## config.mk

```make
export PLATFORM = sky130hd
export DESIGN_NAME = fifo_sample_player
export DESIGN_NICKNAME = d
export VERILOG_FILES = /design/src/rtl/fifo_sample_player.sv
export SDC_FILE = /design/constraint.sdc
export NUM_CORES = 1
export LEC_CHECK = 0
export BUFFER_PORTS_ARGS = -buffer_cell sky130_fd_sc_hd__buf_2
export CAP_MARGIN = 20
export CORE_MARGIN = 1.5
export CORE_UTILIZATION = 55
export DETAILED_ROUTE_END_ITERATION = 12
export PLACE_DENSITY = 0.85
export SLEW_MARGIN = 20
export SYNTH_ARGS = -nofsm -noshare
export SYNTH_HDL_FRONTEND = slang
export SYNTH_SLANG_ARGS = --single-unit
```

## constraint.sdc

```tcl
create_clock -name clk -period 6.6 [get_ports clk]
set_clock_uncertainty 0.2 [all_clocks]
set_input_delay 0.66 -clock clk [delete_from_list [all_inputs] [get_ports clk]]
set_output_delay 0.66 -clock clk [all_outputs]
set_load 0.05 [all_outputs]
```

## src/rtl/fifo_sample_player.sv

```systemverilog
// fifo_sample_player: drains 32-bit words from the sample FIFO and plays them
// byte by byte (LSB first) into the DAC amplitude input at a programmable rate.
//
// state | meaning
// IDLE  | not playing; amplitude parked at IDLE_LEVEL
// FETCH | read strobe for the first word of a play run
// WAIT  | first word returns from the FIFO and lands in the word buffer
// PLAY  | emitting samples on each tick, prefetching the next word
module fifo_sample_player #(
  parameter int unsigned DIV_W      = 32,
  parameter int unsigned CNT_W      = 32,
  parameter logic [11:0] IDLE_LEVEL = 12'h080
) (
  input  logic             clk,
  input  logic             reset_n,
  input  logic             enable,
  input  logic [DIV_W-1:0] rate_div,
  input  logic             fifo_empty,
  input  logic [31:0]      fifo_dout,
  output logic             fifo_rd_en,
  output logic [11:0]      ampl,
  output logic             sample_strobe,
  output logic             playing,
  output logic             underrun,
  output logic [CNT_W-1:0] sample_count
);

  typedef enum logic [1:0] {
    IDLE  = 2'd0,
    FETCH = 2'd1,
    WAIT  = 2'd2,
    PLAY  = 2'd3
  } state_t;

  state_t           state_q, state_d;
  logic [31:0]      word_q, word_d;
  logic             word_vld_q, word_vld_d;
  logic [1:0]       idx_q, idx_d;
  logic [31:0]      pf_q, pf_d;
  logic             pf_vld_q, pf_vld_d;
  logic             rd_pend_q, rd_pend_d;
  logic [DIV_W-1:0] tick_q, tick_d;
  logic [11:0]      ampl_q, ampl_d;
  logic             strobe_q, strobe_d;
  logic             underrun_q, underrun_d;
  logic [CNT_W-1:0] count_q, count_d;

  logic             rd_en_c;
  logic             pf_now_vld;
  logic [31:0]      pf_now;
  logic [DIV_W-1:0] reload;

  function automatic logic [7:0] pick_byte(input logic [31:0] w, input logic [1:0] i);
    logic [7:0] b;
    case (i)
      2'd0:    b = w[7:0];
      2'd1:    b = w[15:8];
      2'd2:    b = w[23:16];
      default: b = w[31:24];
    endcase
    return b;
  endfunction

  // A prefetch read returning this cycle counts as available for this tick.
  assign pf_now_vld = pf_vld_q | rd_pend_q;
  assign pf_now     = rd_pend_q ? fifo_dout : pf_q;
  assign reload     = (rate_div <= DIV_W'(1)) ? '0 : rate_div - DIV_W'(1);

  always_comb begin
    state_d    = state_q;
    word_d     = word_q;
    word_vld_d = word_vld_q;
    idx_d      = idx_q;
    pf_d       = pf_q;
    pf_vld_d   = pf_vld_q;
    rd_pend_d  = 1'b0;
    tick_d     = tick_q;
    ampl_d     = ampl_q;
    strobe_d   = 1'b0;
    underrun_d = underrun_q;
    count_d    = count_q;
    rd_en_c    = 1'b0;

    if (!enable) begin
      // Any outstanding read is simply forgotten; its data is never captured.
      state_d    = IDLE;
      word_vld_d = 1'b0;
      pf_vld_d   = 1'b0;
      idx_d      = '0;
      tick_d     = '0;
      ampl_d     = IDLE_LEVEL;
      underrun_d = 1'b0;
      count_d    = '0;
    end else begin
      case (state_q)
        IDLE: begin
          if (!fifo_empty) state_d = FETCH;
        end
        FETCH: begin
          if (!fifo_empty) begin
            rd_en_c = 1'b1;
            state_d = WAIT;
          end
        end
        WAIT: begin
          word_d     = fifo_dout;
          word_vld_d = 1'b1;
          idx_d      = '0;
          tick_d     = '0;
          state_d    = PLAY;
        end
        PLAY: begin
          if (rd_pend_q) begin
            pf_d     = fifo_dout;
            pf_vld_d = 1'b1;
          end
          if (!pf_vld_q && !rd_pend_q && !fifo_empty) begin
            rd_en_c   = 1'b1;
            rd_pend_d = 1'b1;
          end
          if (tick_q == '0) begin
            tick_d = reload;
            if (word_vld_q) begin
              ampl_d   = {4'b0, pick_byte(word_q, idx_q)};
              strobe_d = 1'b1;
              count_d  = count_q + CNT_W'(1);
              idx_d    = idx_q + 2'd1;
              if (idx_q == 2'd3) begin
                if (pf_now_vld) begin
                  word_d   = pf_now;
                  pf_vld_d = 1'b0;
                end else begin
                  word_vld_d = 1'b0;
                end
              end
            end else if (pf_now_vld) begin
              // Recovering from an underrun: play byte 0 of the fresh word now.
              ampl_d     = {4'b0, pf_now[7:0]};
              strobe_d   = 1'b1;
              count_d    = count_q + CNT_W'(1);
              word_d     = pf_now;
              word_vld_d = 1'b1;
              idx_d      = 2'd1;
              pf_vld_d   = 1'b0;
            end else begin
              underrun_d = 1'b1;
            end
          end else begin
            tick_d = tick_q - DIV_W'(1);
          end
        end
        default: state_d = IDLE;
      endcase
    end
  end

  always_ff @(posedge clk or negedge reset_n) begin
    if (!reset_n) begin
      state_q    <= IDLE;
      word_q     <= '0;
      word_vld_q <= 1'b0;
      idx_q      <= '0;
      pf_q       <= '0;
      pf_vld_q   <= 1'b0;
      rd_pend_q  <= 1'b0;
      tick_q     <= '0;
      ampl_q     <= IDLE_LEVEL;
      strobe_q   <= 1'b0;
      underrun_q <= 1'b0;
      count_q    <= '0;
    end else begin
      state_q    <= state_d;
      word_q     <= word_d;
      word_vld_q <= word_vld_d;
      idx_q      <= idx_d;
      pf_q       <= pf_d;
      pf_vld_q   <= pf_vld_d;
      rd_pend_q  <= rd_pend_d;
      tick_q     <= tick_d;
      ampl_q     <= ampl_d;
      strobe_q   <= strobe_d;
      underrun_q <= underrun_d;
      count_q    <= count_d;
    end
  end

  assign fifo_rd_en    = rd_en_c;
  assign ampl          = ampl_q;
  assign sample_strobe = strobe_q;
  assign playing       = (state_q != IDLE);
  assign underrun      = underrun_q;
  assign sample_count  = count_q;

endmodule

```

* Word-level counts from Yosys, hierarchy flattened
Cells that the tools add are included.
** Storage, ports and cells
- Register bits :: 149
- Bits of input ports :: 68
- Output and inout bits :: 48
- Word-level logic and storage cells :: 112
** Cells by class
- Add/sub/neg operators :: 4
- Magnitude comparators :: 1
- Eq/ne operators :: 19
- Muxes and demuxes :: 58
- Bitwise operators :: 1
- Reductions and logical operators :: 17
** Operators by type and width (number)
- 32-bit 2-to-1 mux :: 13
- 32-bit case mux with 2 select lines :: 2
- 32-bit by 1-bit subtractor with 32-bit output (second input constant) :: 2
- 12-bit 2-to-1 mux :: 5
- 32-bit by 1-bit adder with 32-bit output (second input constant) :: 1
- 32-bit by 1-bit less-or-equal comparator with 1-bit output (second input constant) :: 1
- 32-bit logical NOT :: 1
- 1-bit 2-to-1 mux :: 26
- 8-bit case mux with 3 select lines :: 1
- 2-bit 2-to-1 mux :: 7
- 3-bit != test (second input constant) :: 4
- 3-bit AND reduction :: 3
- 2-bit equality test (second input constant) :: 4
- 4-bit AND reduction :: 2
- 2-bit != test (second input constant) :: 3
- 3-bit by 1-bit != test with 1-bit output (second input constant) :: 2
- 2-bit case mux with 3 select lines :: 1
- 2-bit by 1-bit equality test with 1-bit output (second input constant) :: 2
- 2-bit logical NOT :: 2
- 2-bit by 1-bit != test with 1-bit output (second input constant) :: 2
- 4-bit by 1-bit != test with 1-bit output (second input constant) :: 1
- 4-bit != test (second input constant) :: 1
- 1-bit case mux with 2 select lines :: 2
- 2-bit case mux with 2 select lines :: 1
- other kinds (6) :: 11

* Logic depth before layout (Yosys ltp)
- Word-level depth :: 7
- Gate-level depth with buffers :: 10
- Gate-level depth less buffers :: 8

* Least setup slack after synthesis
No wires, ideal clock.
- Kind :: input-to-reg
- Start point :: input rate_div[12]
- End point :: register tick_q[12]
- Library setup time :: 0.137 ns
- Arrival time :: 2.840 ns
- Required time :: 6.263 ns
- Slack :: 3.423 ns
- Stages :: 6
- Path buffers :: 1
- Cells stage by stage :: or4_1 or4_1 or3_1 o211ai_1 clkbuf_1 o211ai_1
** On the way
- Word-level cells in the longest chain between the ends :: 5
- Elaborated cells on any way between the ends :: 6
- Those cells by class :: 1 x add/sub; 1 x order compare; 4 x mux
** Ends and longest elaborated chain
- start, declared :: RTL line 17 : input logic [DIV_W-1:0] rate_div,
- 32-bit by 1-bit subtractor with 32-bit output or 32-bit by 1-bit less-or-equal comparator with 1-bit output (tied branches) :: RTL line 67 : assign reload = (rate_div <= DIV_W'(1)) ? '0 : rate_div - DIV_W'(1);
- 32-bit 2-to-1 mux * :: RTL line 67
- 32-bit 2-to-1 mux * :: RTL line 121 : if (tick_q == '0) begin
- 32-bit case mux with 2 select lines * :: RTL line 95 : case (state_q)
- 32-bit 2-to-1 mux * :: RTL line 84 : if (!enable) begin
- end signal, assigned :: RTL line 179 : tick_q <= tick_d;
- end, declared :: RTL line 42 : logic [DIV_W-1:0] tick_q, tick_d;
Every way passes the cells marked *; elsewhere a longest branch is shown, timed or not.
A chain may end at the register's enable or synchronous reset.

* Final worst setup path
- Start point :: register tick_q[26]
- End point :: register tick_q[13]
** On the way
- Word-level cells in the longest chain between the ends :: 4
** Ends and longest elaborated chain (RTL line)
- 32-bit logical NOT :: 121
- 32-bit 2-to-1 mux :: 121
- 32-bit case mux with 2 select lines :: 95
- 32-bit 2-to-1 mux :: 84
Every way passes these cells.

==> results.sh <==
export IMPL_run_status="finished clean"
export IMPL_antenna_found_initial=0
export IMPL_clk_latency_ns=0.42
export IMPL_grt_pass1_vias=6709
export IMPL_slew_headroom=0.2216
export IMPL_num_ports=116
export IMPL_numCtsBuffers=17
export IMPL_drt_initial_drc_count=797
export IMPL_yosysWarnings=0
export IMPL_coreArea_um2=14530
export IMPL_area_growth_from_synthesis_to_final_layout_pct=14.68
export IMPL_vias_per_cell=6.255
export IMPL_place_gp_congestion=0.8783
export IMPL_synthFlopType="sky130_fd_sc_hd__dfrtp_1"
export IMPL_antenna_cells=0
export IMPL_cts_repair_resize_count=0
export IMPL_rsz_0062_raised_after_global_routing="false"
export IMPL_critical_path_slowest_cell="sky130_fd_sc_hd__nor4_4"
export IMPL_max_vdd_ir_drop_mv=0.2828
export IMPL_syn_inst=881
export IMPL_worst_path_largest_cell_delay_ns=0.91
export IMPL_worst_setup_hold_path_clk_slew_ns=0.06
export IMPL_firstDrtPassIters=5
export IMPL_synth_largest_area_cell="sky130_fd_sc_hd__dfrtp_1"
export IMPL_cts_post_setup_buffers_inserted=0
export IMPL_filler_cell_count=1176
export IMPL_first_pass_grt_wire_length_um=33740
export IMPL_critical_path_cell_chain="or4_1 > or4_4 > nor4_4 > o211ai_1 > buf_4 > o21ai_0"
export IMPL_grt_start_max_net_pins=79
export IMPL_grt_util_all_layers=0.2640
export IMPL_die_height_um=125.2
export IMPL_design_final_nets=1046
export IMPL_ys_async_sr_fraction=1.000
export IMPL_multi_input_comb_area_um2=4282
export IMPL_tns_ns=0
export IMPL_cts_sink_count=145
export IMPL_static_leakage_power_nw=4.496
export IMPL_synth_top_area_frac=0.4390
export IMPL_synth_top_cells_by_area="sky130_fd_sc_hd__dfrtp_1 (44%), sky130_fd_sc_hd__o21ai_0 (5.5%), sky130_fd_sc_hd__nand2_1 (4.2%)"
export IMPL_area_sequential_um2=3630
export IMPL_setup_viol=0
export IMPL_maximum_clock_rate_ghz=0.2496
export IMPL_wl_um=20330
export IMPL_critical_path_peak_fanout=20
export IMPL_final_period_minus_worst_setup_slack_ns=4.007
export IMPL_worst_endpoint_arrival_ns=4.14
export IMPL_min_period_over_period=0.6071
export IMPL_placed_area_um2=8836
export IMPL_holdBufCountCts=0
export IMPL_tightest_slew_ns=1.157
export IMPL_crit_path_end_kind="flop"
export IMPL_bufs_on_longest_clock_path=2
export IMPL_timing_final_hold_violations=0
export IMPL_mappedNetlistArea_um2=8209
export IMPL_synth_seq_area_share=0.4422
export IMPL_tritoncts_clock_tree="yes"
export IMPL_dp_hpwl_um=13880
export IMPL_globalRouteOverflowTotal=0
export IMPL_floorplan_initialDensity=0.5648
export IMPL_root_buffer="sky130_fd_sc_hd__clkbuf_16"
export IMPL_timing_max_transition_violations_final=0
export IMPL_critical_path_startpoint="tick_q[26]"
export IMPL_path_class="reg -> reg"
export IMPL_worst_r2r_startpoint="tick_q[26]"
export IMPL_synth_edff_count=0
export IMPL_post_synth_cell_area_avg_um2=9.318
export IMPL_cpLargestDelayFamily="simple AND/OR/NAND/NOR gates"
export IMPL_drcViolationCount=0
export IMPL_drt_antenna_net_count=0
export IMPL_io_buffers=111
export IMPL_cts_htree_levels=4
export IMPL_wl_per_cell_um=17.50
export IMPL_ratio_of_cells_with_drive_above_1_in_the_final_layout=0.1973
export IMPL_critical_path_n_buffers_inverters=1
export IMPL_register_to_register_path_depth=6
export IMPL_chip_width_um=125.2
export IMPL_number_of_vias_after_detailed_routing=7268
export IMPL_ys_seq_elements=145
export IMPL_hold_path_class="in -> async"
export IMPL_worst_endpoint_required_ns=6.73
export IMPL_power_total_mw=3.096
export IMPL_power_density_nw_per_um2=328.9
export IMPL_worst_setup_path_start_kind="flop"
export IMPL_worst_path_depth=6
export IMPL_die_area_um2=15670
export IMPL_max_cap_violations=0
export IMPL_synth_lib_cells_used_distinct=69
export IMPL_final_area_um2=9414
export IMPL_rows=44
## synth_stat cells (9+ instances only)
cell,number
sky130_fd_sc_hd__dfrtp_1,144
sky130_fd_sc_hd__nand2_1,92
sky130_fd_sc_hd__o21ai_0,91
sky130_fd_sc_hd__nor2_1,67
sky130_fd_sc_hd__clkbuf_1,41
sky130_fd_sc_hd__nor3_1,38
sky130_fd_sc_hd__mux2i_1,34
sky130_fd_sc_hd__xnor2_1,33
sky130_fd_sc_hd__nor4_1,27
sky130_fd_sc_hd__mux2_2,25
sky130_fd_sc_hd__a21oi_1,24
sky130_fd_sc_hd__o211ai_1,23
sky130_fd_sc_hd__nand4_1,21
sky130_fd_sc_hd__xor2_1,21
sky130_fd_sc_hd__inv_1,16
sky130_fd_sc_hd__nand3_1,16
sky130_fd_sc_hd__or3_1,16
sky130_fd_sc_hd__ha_1,13
sky130_fd_sc_hd__or4_1,13
sky130_fd_sc_hd__o31ai_1,11
sky130_fd_sc_hd__and3_1,9
## cell families after synthesis
| family | synth area share |
|---|---|
| XOR/XNOR | 0.05761 |
| buffers and inverters | 0.04069 |
| other | 0.0004568 |
| flip-flops | 0.4422 |
| AND/OR/NAND/NOR | 0.2094 |
| adder cells (fa/ha/maj) | 0.01981 |
| multiplexers | 0.07712 |
| AO/OA/AOI/OAI | 0.1527 |
## final timing paths
path | slack [ns] | endpoint
worst max-delay path | 2.59 | tick_q[13]
worst min-delay path | 0.03 | pf_q[16]
worst max register to register | 2.59 | tick_q[13]
worst min register to register | 0.28 | pf_q[1]
max in group asynchronous | 4.76 | tick_q[10]
min in group clk | 0.28 | pf_q[1]
## where the power goes
part / internal [mW] / leakage (nW) / switching (mW) / total (mW)
Combinational: 0.326 / 2.24 / 0.730 / 1.06
Clock: 0.575 / 0.277 / 0.365 / 0.940
Sequential: 1.00 / 1.97 / 0.0964 / 1.10
## layer usage
metal	part of all wire	GRT usage	vias to the layer above
met5	0	0	-
met4	0.022	0.09759	0
met3	0.064	0.04964	40
met2	0.46	0.4066	294
met1	0.45	0.3737	3536
li1	-	-	3398
## cell usage in the layout, fill, tap and decap left out, drive strengths merged, types with 21 or more instances in the layout
master,Yosys,final
xnor2,33,33
clkbuf,42,23
mux2i,34,34
dfrtp,144,144
xor2,21,21
o21ai,92,92
nand2,92,92
nor4,28,28
mux2,26,26
nand4,22,22
nor3,38,38
buf,16,121
a21oi,24,24
o211ai,23,23
nor2,67,67
## layout make-up
type                       instances  share of cell area
tap                              184             0.02446
multi-input combinational        664              0.4548
clock inverter                     9             0.01143
timing repair buffer             121             0.06765
clock buffer                      23             0.04971
inverter                          16            0.006380
sequential                       145              0.3856
## flip-flops by register name (all words and copies together), names as in the netlist
| register | count |
|---|---|
| ampl | 8 |
| idx_q | 2 |
| pf_q | 32 |
| pf_vld_q | 1 |
| rd_pend_q | 1 |
| sample_count | 32 |
| sample_strobe | 1 |
| state_q | 2 |
| tick_q | 32 |
| underrun | 1 |
| word_q | 32 |
| word_vld_q | 1 |
## metrics by stage
step | cells | hold WS [ns] | setup WS (ns) | util
floorplan | 884 | 0.1644 | 3.423 | -
global placement | 1130 | 0.2603 | 2.679 | 0.6080
detailed placement | 1130 | 0.2695 | 2.598 | 0.6080
CTS | 1162 | 0.05898 | 2.660 | 0.6476
global route | 1162 | 0.09177 | 2.358 | 0.6477
finish | 1162 | 0.03461 | 2.593 | 0.6477
No activity file was read; power rests on OpenSTA's default activity.
